===== src/rtl/modal_reg_sequencer.sv =====
// modal_reg_sequencer: turns valid/ready commands into timed mode/Ser/D drive for an 8-bit modal shift/load register
module modal_reg_sequencer #(
  parameter int WIDTH = 8,
  parameter int CNT_W = 4
) (
  input  logic             Clk,
  input  logic             Rst,
  input  logic             cmd_valid,
  output logic             cmd_ready,
  input  logic [2:0]       cmd_op,
  input  logic [WIDTH-1:0] cmd_data,
  input  logic [CNT_W-1:0] cmd_len,
  output logic [2:0]       mode,
  output logic             Ser,
  output logic [WIDTH-1:0] D,
  output logic             busy,
  output logic             done
);
  localparam logic [1:0] IDLE = 2'd0, SINGLE = 2'd1, SHIFT = 2'd2, FIN = 2'd3;
  localparam logic [2:0] OP_SHR = 3'b001, OP_SHL = 3'b010, OP_LOAD = 3'b011, OP_AND = 3'b101, OP_OR = 3'b110;
  localparam logic [CNT_W-1:0] FULL = CNT_W'(WIDTH);
  logic [1:0]       state;
  logic [CNT_W-1:0] cnt, eff_len;
  logic [WIDTH-1:0] sbuf, aligned;
  logic             accept;
  assign cmd_ready = (state == IDLE) && !Rst;
  // left shifts go MSB-first, so park bit N-1 at the top of the buffer
  always_comb begin
    eff_len = (cmd_len == '0 || cmd_len > FULL) ? FULL : cmd_len;
    aligned = cmd_data << (FULL - eff_len);
    accept  = cmd_valid && cmd_ready;
  end
  always_ff @(posedge Clk) begin
    if (Rst) begin
      state <= IDLE;
      mode  <= '0;
      Ser   <= 1'b0;
      D     <= '0;
      busy  <= 1'b0;
      done  <= 1'b0;
      cnt   <= '0;
      sbuf  <= '0;
    end else begin
      case (state)
        IDLE: if (accept) begin
          busy <= 1'b1;
          if (cmd_op == OP_LOAD || cmd_op == OP_AND || cmd_op == OP_OR) begin
            state <= SINGLE;
            mode  <= cmd_op;
            D     <= cmd_data;
          end else if (cmd_op == OP_SHR || cmd_op == OP_SHL) begin
            state <= SHIFT;
            mode  <= cmd_op;
            cnt   <= eff_len;
            Ser   <= cmd_op == OP_SHR ? cmd_data[0] : aligned[WIDTH-1];
            sbuf  <= cmd_op == OP_SHR ? cmd_data >> 1 : aligned << 1;
          end else begin
            state <= FIN;
            done  <= 1'b1;
          end
        end
        SINGLE: begin
          state <= FIN;
          mode  <= '0;
          D     <= '0;
          done  <= 1'b1;
        end
        SHIFT: if (cnt == CNT_W'(1)) begin
          state <= FIN;
          mode  <= '0;
          Ser   <= 1'b0;
          cnt   <= '0;
          sbuf  <= '0;
          done  <= 1'b1;
        end else begin
          cnt  <= cnt - CNT_W'(1);
          Ser  <= mode == OP_SHR ? sbuf[0] : sbuf[WIDTH-1];
          sbuf <= mode == OP_SHR ? sbuf >> 1 : sbuf << 1;
        end
        default: begin
          state <= IDLE;
          busy  <= 1'b0;
          done  <= 1'b0;
        end
      endcase
    end
  end
endmodule


===== config.mk =====
export PLATFORM = sky130hd
export DESIGN_NAME = modal_reg_sequencer
export DESIGN_NICKNAME = d
export VERILOG_FILES = /design/src/rtl/modal_reg_sequencer.sv
export SDC_FILE = /design/constraint.sdc
export NUM_CORES = 1
export LEC_CHECK = 0
export CORE_MARGIN = 2
export CORE_UTILIZATION = 45
export CTS_CLUSTER_DIAMETER = 80
export DETAILED_ROUTE_END_ITERATION = 7
export PLACE_DENSITY = 0.72
export SYNTH_ARGS = -nofsm -noshare
export SYNTH_HDL_FRONTEND = slang
export SYNTH_SLANG_ARGS = --single-unit

===== constraint.sdc =====
create_clock -name Clk -period 2.5 [get_ports Clk]
set_clock_uncertainty 0.05 [all_clocks]
set_input_delay 0.625 -clock Clk [delete_from_list [all_inputs] [get_ports Clk]]
set_output_delay 0.625 -clock Clk [all_outputs]
set_load 0.05 [all_outputs]

==> results_dict.tcl <==
set metrics [dict create \
    grt_use_total_pct 20.66 \
    cpMostUsedCell "buf_12" \
    numCtsBuffers 3 \
    synth-edff-count 0 \
    end_kind "output pin" \
    critPathTopFamily "buffers and inverters" \
    cts-resized-gates 0 \
    synth_seq_cells 28 \
    power.density_nw_per_um2 961.8 \
    clkTransAtPathRegs_ns 0.10 \
    rsz0062_at_grt "false" \
    routed_via_density 5.668 \
    drt.antenna.violating_nets 0 \
    vias 1774 \
    r2r_start "state[0]" \
    initialDrtViolationCount 127 \
    whs_ns 0.4200 \
    cpPeakStageDelay_ns 0.51 \
    postCtsSetupRepairBufs 0 \
    antenna_found_initial 0 \
    cts-hold-fix-buffers 0 \
    whs_endpoint "cnt[3]" \
    drt_pass1_iterations 5 \
    crit_slowest_cell "clkdlybuf4s50_1" \
    tritoncts "built" \
    crit_buf_inv 3 \
    p_leak_uw 0.0009137 \
    path_max_fanout 25 \
    io_buffers 32 \
    num_rows 23 \
    maxCapViolCount 0 \
    hold-path-cell-count 2 \
    min_path_type "flop to flop" \
    worstRegToRegCells 8 \
    power_uw 2315 \
    grt_pass1_vias 1594 \
    arrival_ns 1.70 \
    stdcell_count 313 \
    clock-sinks 28 \
    synthTopCellsByArea "dfxtp_1 30%, mux2i_1 14%, nor2_1 6.4%" \
    grt_pass1_wl_um 7417 \
    yosysMostFrequentCell "nor2_1" \
    cp_cell_sequence "clkdlybuf4s50_1 -> buf_12 -> nor2_1 -> buf_12" \
    relSlewSlack_pct 66.20 \
    place_area_um2 2352 \
    clock-root-buffer "clkbuf_8" \
    fin_crit_sh_pct 95.14 \
    reg2reg_to "sbuf[3]" \
    netlist_area_um2 1887 \
    die_h_um 68.75 \
    syn_nets 247 \
    htreeDepth 1 \
    tightest_slew_ns 0.5054 \
    initial_core_util_pct 46.83 \
    die_w_um 68.75 \
    nNetsFinal 289 \
    syn_avg_cell_area_um2 8.499 \
    setup_tns_ns 0 \
    synth_flop_cell "dfxtp_1" \
    netlist_instances 222 \
    status "completed" \
    final_cell_area_um2 2407 \
    cts_buffer_depth 2 \
    globalRouteOverflowTotal 0 \
    setup_viol 0 \
    clock.fmax_mhz 420.4 \
    cp.required_ns 1.82 \
    drc 0 \
    core_area_um2 4029 \
    synth_seq_area_share_pct 29.71 \
    synth_cell_types 42 \
    yosysTopAreaCellShare_pct 29.71 \
    finalWirelength_um 4616 \
    critPathLaunchType "input port" \
    fin_crit_ns 2.379 \
    min_from "cnt[3]" \
    area_delta_synth_final_pct 27.59 \
    drive_above_1_share_pct 13.31 \
    routedWlPerCell_um 14.75 \
    maxSlewViolCount 0 \
    io_pins 33 \
    crit_type "input port to output pin" \
    antennaDiodeCount 0 \
    ir_worst_vdd_v 0.0007192 \
    synth_common_cells "32 x nor2_1, 28 x dfxtp_1, 26 x mux2i_1" \
    timing.final.hold_violations 0 \
    dp_hpwl_um 3428 \
    rrSetupSlack_ns 0.53 \
    grt_start_max_net_pins 26 \
    dieArea_um2 4727 \
    yosys.area.top_type "dfxtp_1" \
    async_flop_share_pct 0 \
    clock_latency_ns 0.27 \
    dp.cells 309 \
    yosys_warnings 0 \
    place_congestion 0.9650 \
]
==> report_power, final <==
group          leakage, uW  total, uW  internal, uW  switching, uW
clock            0.0000288        289           141            148
combinational     0.000656       1380           566            810
sequential        0.000229        651           565           85.6
total             0.000914       2320          1270           1040
==> metal layers <==
| layer | vias to the layer above | track usage [%] | wire length (um) |
|---|---|---|---|
| li1 | 884 | - | - |
| met1 | 835 | 29.29 | 2299 |
| met2 | 53 | 33.05 | 2044 |
| met3 | 2 | 2.435 | 245 |
| met4 | 0 | 5.637 | 27 |
| met5 | - | 0 | 0 |
==> flip-flops by register name, indices dropped and copies added (netlist names) <==
| register | count |
|---|---|
| state | 2 |
| Ser | 1 |
| sbuf | 8 |
| D | 8 |
| mode | 3 |
| done | 1 |
| busy | 1 |
| cnt | 4 |
==> cells by family (layout without fill, tap and decap cells) <==
family,after synthesis,count (layout),share of synthesized area [%]
muxes,29,29,15.58
and+or+nand+nor,79,79,21.88
AOI/OAI and AO/OA,55,55,21.09
adders and majority gates,7,7,4.642
buffers and inverters,22,63,5.769
DFF,28,28,29.71
xor gates and xnor gates,2,2,1.327
==> layout make-up <==
class,instances,area [um^2]
Tap cell,50,62.56
Clock buffer,4,55.05
Sequential cell,28,560.5
Timing Repair Buffer,50,478.0
Multi-Input combinational cell,172,1217
Fill cell,365,1622
Inverter,9,33.78
==> through the flow <==
step	setup slack, ns	utilization (%)
finish	0.1214	59.75
global route	0.07514	59.75
CTS	0.1091	59.75
floorplan	0.1393	-
detailed placement	-0.07523	58.39
global placement	-0.04739	58.39
==> worst register-to-register path, delay by kind of cell (launching register included) <==
kind | cells | cell delay, ns
flops | 1 | 0.35
buf+inv | 3 | 0.45
simple gates | 1 | 0.08
fa+ha+maj | 1 | 0.37
compound gates | 3 | 0.56
==> worst max-delay path by stage <==
stage	cells after the start	end	from
3_3_place_gp	8	Ser	cmd_len[3]
2_1_floorplan	9	sbuf[3]	cmd_len[3]
3_5_place_dp	8	sbuf[7]	cmd_len[3]
4_1_cts	4	cmd_ready	Rst
6_report	4	cmd_ready	Rst
5_1_grt	4	cmd_ready	Rst
==> placed cells by master, fill, tap and decap left out, drive strengths merged, types with 2 or more instances in the layout <==
master and instances:
nor2b 10, inv 9, nand2 11, a21oi 15, mux2 3, dfxtp 28, o21ai 14, mux2i 26
a32oi 2, nand2b 4, ha 7, a221oi 4, nor4 2, nor3b 2, nor2 32, clkbuf 4
clkdlybuf4s50 31, nand3 2, buf 19, or3b 3, a211oi 8, a311oi 3, nor3 7
Power figures use the tool's default switching activity.
